===== config.mk =====
export PLATFORM = sky130hd
export DESIGN_NAME = mux_scan
export DESIGN_NICKNAME = d
export VERILOG_FILES = /design/src/rtl/mux_scan.sv
export SDC_FILE = /design/constraint.sdc
export NUM_CORES = 1
export LEC_CHECK = 0
export ABC_AREA = 1
export CORE_MARGIN = 4
export CORE_UTILIZATION = 25
export DETAILED_ROUTE_END_ITERATION = 12
export PLACE_DENSITY_LB_ADDON = 0.3
export SETUP_SLACK_MARGIN = 0.1
export SLEW_MARGIN = 0
export SYNTH_ARGS = -nofsm -noshare
export SYNTH_HDL_FRONTEND = slang
export SYNTH_SLANG_ARGS = --single-unit

===== constraint.sdc =====
create_clock -name clk -period 1.9 [get_ports clk]
set_clock_uncertainty 0.2 [all_clocks]
set_input_delay 0.38 -clock clk [delete_from_list [all_inputs] [get_ports clk]]
set_output_delay 0.38 -clock clk [all_outputs]
set_load 0.02 [all_outputs]

===== src/rtl/mux_scan.sv =====
// N-channel registered multiplexer with manual select and round-robin scan.
// Reports the active channel and strobes for one cycle on every channel change.
module mux_scan #(
  parameter int unsigned N_CH  = 6,
  parameter int unsigned WIDTH = 1,
  parameter int unsigned DWELL = 4,
  localparam int unsigned SW   = (N_CH > 2) ? $clog2(N_CH) : 1
) (
  input  logic                    clk,
  input  logic                    rst_n,
  input  logic                    mode,
  input  logic [SW-1:0]           sel,
  input  logic                    en,
  input  logic [N_CH*WIDTH-1:0]   in_bus,
  output logic [WIDTH-1:0]        out_mux,
  output logic [SW-1:0]           ch_cur,
  output logic                    ch_strobe
);

  localparam int unsigned   DW        = (DWELL > 1) ? $clog2(DWELL) : 1;
  localparam logic [DW-1:0] DCNT_LAST = DW'(DWELL - 1);
  localparam logic [SW-1:0] CH_LAST   = SW'(N_CH - 1);

  logic [DW-1:0]    dcnt;
  logic [DW-1:0]    dcnt_next;
  logic             mode_q;
  logic [SW-1:0]    ch_next;
  logic [WIDTH-1:0] data_next;
  logic             sel_ok;

  // Compare one bit wider so power-of-two N_CH does not wrap the bound to zero.
  always_comb begin
    sel_ok = ({1'b0, sel} < (SW + 1)'(N_CH));
  end

  // Next channel and dwell count; a mode change clears the count and holds the channel.
  always_comb begin
    ch_next   = ch_cur;
    dcnt_next = dcnt;
    if (!mode) begin
      ch_next   = sel_ok ? sel : '0;
      dcnt_next = '0;
    end else if (mode != mode_q) begin
      dcnt_next = '0;
    end else if (en) begin
      if (dcnt == DCNT_LAST) begin
        dcnt_next = '0;
        ch_next   = (ch_cur == CH_LAST) ? '0 : ch_cur + SW'(1);
      end else begin
        dcnt_next = dcnt + DW'(1);
      end
    end
  end

  // Data of the channel that becomes active at the coming edge.
  always_comb begin
    data_next = '0;
    for (int k = 0; k < int'(N_CH); k++) begin
      if (ch_next == SW'(k)) begin
        data_next = in_bus[k*WIDTH +: WIDTH];
      end
    end
  end

  always_ff @(posedge clk) begin
    if (!rst_n) begin
      ch_cur    <= '0;
      out_mux   <= '0;
      ch_strobe <= 1'b0;
      dcnt      <= '0;
      mode_q    <= 1'b0;
    end else begin
      ch_cur    <= ch_next;
      out_mux   <= data_next;
      ch_strobe <= (ch_next != ch_cur);
      dcnt      <= dcnt_next;
      mode_q    <= mode;
    end
  end

endmodule

=== Word level (Yosys, flattened, before mapping) ===
Index checks and enable logic that the tools add are counted.

* Register bits: 8
* Input bits: 13
* Output and inout bits: 5

* Add/sub/neg operators: 2
* Magnitude comparators: 1
* Eq/ne operators: 9
* Multiplexer cells: 13
* Bitwise gates (word level): 2
* Reduce and logical (&&, ||, !) cells: 2

{| class="wikitable"
|+ Operator list
! kind !! number
|-
| 3-bit two-way mux || 6
|-
| 3-bit equality test, second input constant || 3
|-
| 3-bit by 2-bit equality test with 1-bit output, second input constant || 2
|-
| 1-bit two-way mux || 6
|-
| 3-bit by 1-bit adder with 3-bit output, second input constant || 1
|-
| 3-bit by 1-bit equality test with 1-bit output, second input constant || 1
|-
| 3-bit logical NOT || 1
|-
| 3-bit < comparator, second input constant || 1
|-
| 3-bit != test || 1
|-
| 3-bit OR reduction || 1
|-
| 2-bit by 1-bit adder with 2-bit output, second input constant || 1
|-
| 2-bit equality test, second input constant || 1
|-
| 2-bit two-way mux || 1
|-
| 1-bit NOT || 2
|-
| 1-bit != test || 1
|}

=== Depth between registers and ports, before layout ===
* Depth after elaboration: 13
* Gate-level depth with buffers: 12
* Gate-level depth less buffers: 12

=== Worst setup path before layout ===
OpenSTA, ideal clock, no wires.

* Path kind: reg-to-reg
* From: register dcnt[0]
* To: register ch_strobe
* Library setup time: 0.117 ns
* Data arrival time: 1.261 ns
* Slack: 0.322 ns
* Stages on the path, launching flop included: 13
* Path buffers: 0
* Clock period less this slack: 1.578 ns
* Cells stage by stage: dfxtp_1 -> ha_1 -> nand2_1 -> inv_1 -> nand2_1 -> nand3_1 -> nand2_1 -> nand2_2 -> inv_2 -> nand2_1 -> nand4_1 -> nor2_1 -> nor2_1

* Cells in the longest elaborated chain, start to end: 6

{| class="wikitable"
|+ Ends and longest elaborated chain
! what !! RTL line !! RTL
|-
| start, declared || 24 || <nowiki>logic [DW-1:0] dcnt;</nowiki>
|-
| start signal, assigned || 76 || <nowiki>dcnt <= dcnt_next;</nowiki>
|-
| 2-bit equality test || 46 || <nowiki>if (dcnt == DCNT_LAST) begin</nowiki>
|-
| 3-bit two-way mux || 46 ||
|-
| 3-bit two-way mux || 45 || <nowiki>end else if (en) begin</nowiki>
|-
| 3-bit two-way mux || 43 || <nowiki>end else if (mode != mode_q) begin</nowiki>
|-
| 3-bit two-way mux || 40 || <nowiki>if (!mode) begin</nowiki>
|-
| 3-bit != test || 75 || <nowiki>ch_strobe <= (ch_next != ch_cur);</nowiki>
|-
| end signal, assigned || 75 ||
|-
| end, declared || 17 || <nowiki>output logic ch_strobe</nowiki>
|}

Every way passes these cells.
A chain may end at the register's enable or synchronous reset.

=== Final worst setup path ===
* From: register out_mux
* To: output out_mux

{| class="wikitable"
|+ RTL lines
! what !! RTL line !! RTL
|-
| start, declared || 15 || <nowiki>output logic [WIDTH-1:0] out_mux,</nowiki>
|-
| start signal, assigned || 74 || <nowiki>out_mux <= data_next;</nowiki>
|}

No word-level cell between the ends.

==> run metrics <==
setup_tns 0 ps; first-pass GRT wire length 2190 um; hold worst-path end dcnt[1]; H-tree levels 1; Worst Path Arrival 1150 ps; Worst Hold Launch dcnt[1]; internal power about 320 uW; non-filler instance count after layout around 140; internal reg-to-reg setup slack ~230 ps; Max Root-Sink Buffers 2; post-layout instance area between 800 and 900 sq um; pwr dens approximately 540 mW/mm^2; initial core utilization 0.265; DRC viols 0; total wire length 1390 um; routed vias around 620; path depth of the worst reg2reg path 12; vias in the first global route 543; pre-CTS setup slack -222 ps; Min-Delay Path Depth 2; period utilization 0.909; Sequential Power Share 0.405; hold crit path type flop to flop; kind of critical path flop to output pin; FF-to-FF End ch_strobe; setup ws final 173 ps; Vias per Instance 4.38; critical path buffer and inverter count 1; crit-path max cell delay ~600 ps; combinational share of power 0.301; CP startpoint out_mux; total gr overflow 0; antenna violations before repair 0; number of cell rows 16; RSZ-0062 raised after global routing true; CTS sink count 8; CP max-delay cell clkdlybuf4s50_1; Antenna Cells 0; Crit path max-delay family buffers and inverters; MaxCap Viol Count 0; Post-Place Cells 136; Clk Latency, worst-skew pair 260 ps; Slew headroom 0.831; placed cell areas 777 sq um; post-synth top area cell dfxtp_1; WL per Instance 9.84 um; TritonRoute pass-1 iters 4; top-level port count 18; final setup fails 0; Cells after Synth 85; Design Power 455 uW; Nets 130; share of layout cells above drive strength 1 0.263; VDD IR max 297 uV; YS warnings 0; routability congestion estimate 0.859; Die X-Extent about 54 um; status completed; clock slew at reported path FFs approximately 60 ps; Worst Path Required 1320 ps; hold slack 260 ps; worst-margin pin slew 252 ps; Area contributors post-synth dfxtp_1 31%, nand2_1 18%, inv_1 11%, nand3_1 9.6%, nor2_1 5.0%; clock root buffer clkbuf_4; switching power 135 uW; Tmin final 1730 ps; largest net degree at the start of global routing 6; layout overhead on the synthesized area 62.5%; final hold violations 0; Post-DRT Antenna Nets 0; TritonCTS Buffers 3; CTS tree built; Clk pwr share 0.294; WP depth 1; max-slew violations 0; Core Region 0.00196 sq mm; ordered cell list for the critical path clkdlybuf4s50_1; Die H 53.6 um; Mapped Area about 520 sq um; register area share after synthesis 0.308; Lkg Pwr between 0.4 and 0.5 nW; I/O Buffers 17; Post-CTS Hold Buffers 0; HPWL Detailed 1110 um; reg2reg start dcnt[0]; DR iter-0 viols 5; Max Clk Rate between 500 and 600 MHz; gr usage total 0.106; Net Sw Frac 0.298; Seq cells post-synth 8; full die area 0.00288 sq mm; Syn Area/Cell a little over 6 sq um; startpoint types flop; synthesized net count slightly below 100; final-layout fill cell count 234; Crit. End Element output pin; final core utilization 0.431; Distinct cells, synth 17; critical path peak fanout 1; Yosys top cell area share 0.308
==> registers in the layout, summed over array words and instances (netlist names) <==
register   count
ch_cur         3
ch_strobe      1
dcnt           2
mode_q         1
out_mux        1
==> how the worst max path moves through the flow <==
stage,end,slack (ps)
2_1_floorplan,ch_strobe,320
3_3_place_gp,out_mux,-230
3_5_place_dp,out_mux,-220
4_1_cts,out_mux,160
5_1_grt,out_mux,100
6_report,out_mux,170
==> cell type report <==
| cell class | instances | area (sq um) | area share |
|---|---|---|---|
| multi-input cells | 59 | 324 | 0.383 |
| repair buffers | 26 | 234 | 0.277 |
| flip-flops and latches | 8 | 164 | 0.194 |
| inverters | 18 | 67.6 | 0.0799 |
| well taps | 27 | 33.8 | 0.0399 |
| clock buffers | 3 | 22.5 | 0.0266 |
==> cell usage in the layout, fill, tap and decap left out, types with 5 or more instances in the layout <==
master           Yosys  layout
dlygate4sd2_1        0       5
inv_2                3       5
clkdlybuf4s50_1      0      11
nand2_1             25      23
dfxtp_1              8       5
nor2_1               7       7
inv_1               15      13
buf_4                0       9
nand3_1             10       9
==> cell usage after synthesis <==
master and number:
a21boi_2 1, nor2_1 7, inv_2 3, a21oi_2 2
nand2_1 25, nand2_2 2, nor3_1 1, o211ai_1 1
a21oi_1 3, nand4_1 3, ha_1 1, xor2_1 1
inv_1 15, a31oi_1 1, dfxtp_1 8, nand3b_1 1
nand3_1 10
==> metal layers <==
metal / routed length (um) / vias up / GRT usage
li1: - / 327 / -
met1: 569 / 274 / 0.109
met2: 728 / 12 / 0.188
met3: 66 / 5 / 0.0416
met4: 23 / 0 / 0.0511
met5: 0 / - / 0
==> power by group through the flow <==
stage	Clock [mW]	Combinational, mW	Sequential, mW
4_1_cts	0.137	0.128	0.184
2_1_floorplan	0	0.0549	0.197
6_report	0.134	0.137	0.184
3_3_place_gp	0	0.129	0.187
3_5_place_dp	0	0.131	0.188
5_1_grt	0.147	0.151	0.186
==> logic make-up after synthesis <==
| group | after synthesis | share of synthesized area |
|---|---|---|
| adder cells (fa/ha/maj) | 1 | 0.0240 |
| flip-flops | 8 | 0.308 |
| AND/OR/NAND/NOR | 49 | 0.411 |
| XOR/XNOR | 1 | 0.0168 |
| AO/OA/AOI/OAI | 8 | 0.111 |
| buffers and inverters | 18 | 0.130 |
==> timing repair <==
action                     in CTS  in global routing
gates resized for setup         5                 13
pin swaps                       0                  4
buffers inserted                0                  2
setup endpoints to repair       5                  2
(Power assumes the default switching activity.)
